===== src/rtl/seg_pkg.sv =====
// Shared constants, state encoding and buffer layout for the multiplexed
// seven-segment display path.
package seg_pkg;

    localparam int unsigned NUM_DIGITS = 8;
    localparam logic [7:0]  SEG_OFF    = 8'hFF;
    localparam logic [7:0]  SEL_OFF    = 8'hFF;

    // Active-low g..a patterns; entry n is the glyph for hex value n.
    localparam logic [15:0][6:0] HEX7_LUT = {
        7'h0E, 7'h06, 7'h21, 7'h46, 7'h03, 7'h08, 7'h10, 7'h00,
        7'h78, 7'h02, 7'h12, 7'h19, 7'h30, 7'h24, 7'h79, 7'h40
    };

    typedef enum logic {
        ST_BLANK = 1'b0,
        ST_SHOW  = 1'b1
    } scan_state_t;

    typedef struct packed {
        logic [31:0] data;
        logic [7:0]  dp;
        logic [7:0]  en;
    } disp_buf_t;

    function automatic logic [6:0] hex7_lookup(input logic [3:0] nib);
        return HEX7_LUT[nib];
    endfunction

endpackage


===== src/rtl/hex7seg_decode.sv =====
// Hex nibble to active-low seven-segment pattern (g..a), purely combinational.
module hex7seg_decode
    import seg_pkg::*;
(
    input  logic [3:0] i_hex,
    output logic [6:0] o_seg_n_c
);

    assign o_seg_n_c = hex7_lookup(i_hex);

endmodule


===== src/rtl/segment_scan_driver.sv =====
// Eight-digit multiplexed seven-segment driver with a blanking gap per slot
// and tear-free double buffering that swaps only at frame boundaries.
module segment_scan_driver
    import seg_pkg::*;
#(
    parameter int unsigned DIGIT_CYCLES = 50000,
    parameter int unsigned BLANK_CYCLES = 500
)
(
    input  logic        clk,
    input  logic        rst,
    input  logic [31:0] data_in,
    input  logic [7:0]  dp_in,
    input  logic [7:0]  digit_en,
    input  logic        load,
    output logic [7:0]  segment,
    output logic [7:0]  select,
    output logic        frame_start
);

    localparam int unsigned CNT_W = (DIGIT_CYCLES > 1) ? $clog2(DIGIT_CYCLES) : 1;
    localparam int unsigned IDX_W = $clog2(NUM_DIGITS);
    localparam logic [CNT_W-1:0] BLANK_LAST = CNT_W'(BLANK_CYCLES - 1);
    localparam logic [CNT_W-1:0] SLOT_LAST  = CNT_W'(DIGIT_CYCLES - 1);
    localparam logic [IDX_W-1:0] DIGIT_LAST = IDX_W'(NUM_DIGITS - 1);

    scan_state_t      r_state;
    scan_state_t      w_state_nxt;
    logic [CNT_W-1:0] r_cnt;
    logic [CNT_W-1:0] w_cnt_nxt;
    logic [IDX_W-1:0] r_digit;
    logic [IDX_W-1:0] w_digit_nxt;
    logic             w_boundary;

    disp_buf_t        r_stage;
    disp_buf_t        r_shadow;
    logic             r_pending;

    logic [3:0]       w_nibble;
    logic [6:0]       w_glyph;
    logic [7:0]       w_seg_nxt;
    logic [7:0]       w_sel_nxt;
    logic             w_fs_nxt;

    logic [7:0]       r_segment;
    logic [7:0]       r_select;
    logic             r_frame_start;

    assign w_nibble = 4'(r_shadow.data >> {r_digit, 2'b00});

    hex7seg_decode u_decode (
        .i_hex     (w_nibble),
        .o_seg_n_c (w_glyph)
    );

    // Slot counter, state and digit index.
    always_ff @(posedge clk or posedge rst) begin
        if (rst) begin
            r_state <= ST_BLANK;
            r_cnt   <= '0;
            r_digit <= '0;
        end else begin
            r_state <= w_state_nxt;
            r_cnt   <= w_cnt_nxt;
            r_digit <= w_digit_nxt;
        end
    end

    // Next-state and next-output logic.
    always_comb begin
        w_state_nxt = r_state;
        w_cnt_nxt   = r_cnt + CNT_W'(1);
        w_digit_nxt = r_digit;
        w_boundary  = 1'b0;
        w_seg_nxt   = SEG_OFF;
        w_sel_nxt   = SEL_OFF;
        w_fs_nxt    = (r_state == ST_BLANK) && (r_digit == '0) && (r_cnt == '0);

        case (r_state)
            ST_BLANK: begin
                if (r_cnt == BLANK_LAST) begin
                    w_state_nxt = ST_SHOW;
                end
            end
            ST_SHOW: begin
                if (r_shadow.en[r_digit]) begin
                    w_sel_nxt = SEL_OFF ^ (8'(1) << r_digit);
                    w_seg_nxt = {~r_shadow.dp[r_digit], w_glyph};
                end
                if (r_cnt == SLOT_LAST) begin
                    w_state_nxt = ST_BLANK;
                    w_cnt_nxt   = '0;
                    w_digit_nxt = r_digit + IDX_W'(1);
                    w_boundary  = (r_digit == DIGIT_LAST);
                end
            end
            default: begin
                w_state_nxt = ST_BLANK;
                w_cnt_nxt   = '0;
            end
        endcase
    end

    // Staging/shadow buffers; a load coinciding with the boundary stays pending.
    always_ff @(posedge clk or posedge rst) begin
        if (rst) begin
            r_stage   <= '0;
            r_shadow  <= '0;
            r_pending <= 1'b0;
        end else begin
            if (load) begin
                r_stage <= '{data: data_in, dp: dp_in, en: digit_en};
            end
            if (w_boundary && r_pending) begin
                r_shadow <= r_stage;
            end
            if (load) begin
                r_pending <= 1'b1;
            end else if (w_boundary) begin
                r_pending <= 1'b0;
            end
        end
    end

    // Output registers, one cycle behind the scan state.
    always_ff @(posedge clk or posedge rst) begin
        if (rst) begin
            r_segment     <= SEG_OFF;
            r_select      <= SEL_OFF;
            r_frame_start <= 1'b0;
        end else begin
            r_segment     <= w_seg_nxt;
            r_select      <= w_sel_nxt;
            r_frame_start <= w_fs_nxt;
        end
    end

    assign segment     = r_segment;
    assign select      = r_select;
    assign frame_start = r_frame_start;

endmodule


===== config.mk =====
export PLATFORM = sky130hd
export DESIGN_NAME = segment_scan_driver
export DESIGN_NICKNAME = d
export VERILOG_FILES = /design/src/rtl/seg_pkg.sv /design/src/rtl/hex7seg_decode.sv /design/src/rtl/segment_scan_driver.sv
export SDC_FILE = /design/constraint.sdc
export NUM_CORES = 1
export LEC_CHECK = 0
export ABC_CLOCK_PERIOD_IN_PS = 4200
export BUFFER_PORTS_ARGS = -buffer_cell sky130_fd_sc_hd__buf_2
export CORE_MARGIN = 2
export CORE_UTILIZATION = 45
export CTS_CLUSTER_DIAMETER = 40
export DETAILED_ROUTE_END_ITERATION = 8
export GPL_ROUTABILITY_DRIVEN = 0
export PLACE_DENSITY = 0.67
export REMOVE_ABC_BUFFERS = 1
export SLEW_MARGIN = 15
export SYNTH_ARGS = -nofsm -noshare
export SYNTH_HDL_FRONTEND = slang
export SYNTH_SLANG_ARGS = --single-unit

===== constraint.sdc =====
create_clock -name clk -period 4.2 [get_ports clk]
set_input_delay 0.84 -clock clk [delete_from_list [all_inputs] [get_ports clk]]
set_output_delay 0.84 -clock clk [all_outputs]
set_load 0.005 [all_outputs]

==> reports/metrics.cfg <==
[worst_setup_path]
crit_path_end_kind=flop
required_ns=4.52
cpMaxStageDelayCell=dfrtp_1
crit_type=reg2reg
cp.buffers_inverters=1
crit_family=multiplexers
startpoint_type=flop
path_max_fanout=12
r2r_setup_slack_ns=1.27
crit_arrival_ns=3.26
slowest_delay_ns=0.76
crit_chain=buf_4 > mux4_2 > mux2i_1 > o21ai_0 > o221ai_1

[detailed_routing]
vias=3370
wl_per_cell_um=16.0
ant_nets=0
routed_via_density=5.09
drtPass1Iterations=4
drtIter0Drc=214
wirelength_um=10600
route.detailed.drc=0

[final_layout]
nets=542
drive_gt1_share_pct=47.3
layout-area-overhead-vs-synth_pct=19.4
finalNonFillerCells=662
antenna_cells=0

[die]
row_count=41
core_region_area_um2=12600
start_util_pct=46.2
die_h_um=118
die_x_um=118
ioPinCount=68
dieArea_um2=13900

[timing]
max_freq_mhz=341
setup_ws_ns=1.27
final.setup.tns_ns=0
tightestPinTransition_ns=1.11
skew_ns=0.00722
setup_violations=0
post-route-period-util_pct=69.9
rsz0062_at_grt=no
min_period_ns=2.93
final_hold_viol_count=0
maxSlewHeadroom_pct=25.9
slew_violations=0

[outcome]
status=complete, no violations

[placement]
dp_slack_ns=1.27
hpwl_um=7100
placed_cells=630
io_buffers=67

[synthesis]
synth-async-reset-ratio_pct=100
syn_avg_cell_area_um2=14.4
synth_top_area_share_pct=50.6
yosysSeqAreaShare_pct=57.9
synth_common_cells=118 x dfrtp_1, 79 x mux2_2, 25 x nand2_1
yosysWarnings=0
synth_top_flop_cell=dfrtp_1
synth_edf_count=0
synth_area_um2=5830
synth_area_leaders=dfrtp_1 51%, mux2_2 15%, dfstp_2 7.2%
synthCells=405
yosysMostFrequentCell=dfrtp_1
synth_cell_types=42
synth_area_leader_cell=dfrtp_1
synth_seq_cells=134

[clock_tree]
cts_buffers=17
cts_buffer_depth=2
cts.clk_slew.worst_paths_ns=0.05
post-cts-setup-buffers=0
cts_resized=0
cts_tree=done
cts-root-buf=clkbuf_16
clkLatencyLatePin_ns=0.42
htree_levels=4
cts.sinks=134
holdBufCountCts=0

[min_path]
min-delay-path-class=in2async

[pwr]
vdd_drop_max_mv=0.225
power.total_w=0.00296
p_per_area_nw_per_um2=425
power_leakage_nw=3.25

[grt]
grt_max_degree=100
grt_pass1_wl_um=18000
grt_pass1_vias=3580
grtUsageTotal_pct=16.8
overflow=0
grt_antenna_before_repair=0

[flow_run]
maxCapViolCount=0

layout by cell type, fill, tap and decap left out, types with 3 or more instances in the layout:
master / instances
ha_1: 14
nor2_1: 13
inv_1: 9
clkbuf_16: 17
nor3_1: 6
buf_4: 3
mux2_4: 20
nand3_1: 10
a21oi_1: 3
mux2i_1: 7
clkinvlp_4: 3
xor2_1: 7
o221ai_1: 5
o21ai_0: 3
clkbuf_8: 6
and3_1: 4
nand4_1: 4
mux2_2: 79
buf_2: 67
xnor2_1: 8
nand2_1: 25
dfstp_2: 16
dfrtp_1: 118
mux4_2: 10
layout make-up:
type,instances,area (µm²)
timing repair buffer,72,398
clock inverter,7,92.6
multi-input combinational,241,2320
sequential,134,3370
tap,172,215
clock buffer,25,515
fill,1077,5660
inverter,11,43.8
stage by stage:
stage                     area [µm²]  hold slack [ns]  utilization, %
after floorplan                 5740            0.461               -
after global placement          6350            0.480            50.3
after detailed placement        6350            0.488            50.3
after CTS                       6960            0.441            55.2
after global routing            6960            0.476            55.2
final                           6960            0.442            55.2
flip-flops by register name, summed over array words and instances, names as in the netlist:
signal / count
frame_start: 1
r_cnt: 16
r_digit: 3
r_pending: 1
r_shadow: 48
r_stage: 48
r_state: 1
segment: 8
select: 8
power breakdown:
part | switching, W | internal [W]
clock network | 0.000518 | 0.000966
registers | 0.0000276 | 0.00134
logic | 0.0000500 | 0.0000603
path summary, 6_finish.rpt:
path                             startpoint     endpoint  depth (start not counted)
worst max-delay path             r_digit[0]   segment[5]                          5
worst max register to register   r_digit[0]   segment[5]                          5
max in group asynchronous               rst   segment[1]                          3
worst min register to register  r_shadow[2]  r_shadow[2]                          1
min in group clk                r_shadow[2]  r_shadow[2]                          1
worst min-delay path                    rst   r_stage[0]                          2
worst reg2reg max path: stages, from the launching register on:
cell and delay, ns:
dfrtp_1 0.76, buf_4 0.28, mux4_2 0.30, mux2i_1 0.76, o21ai_0 0.43, o221ai_1 0.32
kinds of logic after synthesis:
kind of cell | count (synthesis) | share of synthesized area [%]
buffers and inverters | 30 | 2.30
muxes | 116 | 25.5
AOI/OAI and AO/OA | 18 | 2.17
adders and majority gates | 14 | 3.00
DFF | 134 | 57.9
and+or+nand+nor | 78 | 6.95
xor gates and xnor gates | 15 | 2.25
metal layers:
metal,track usage (%),part of all wire [%],vias up
li1,-,-,1587
met1,22.0,47,1700
met2,26.1,48,73
met3,5.57,4.1,10
met4,6.25,1.2,0
met5,0,0,-
Note: power is estimated with default switching activity, not from simulation.
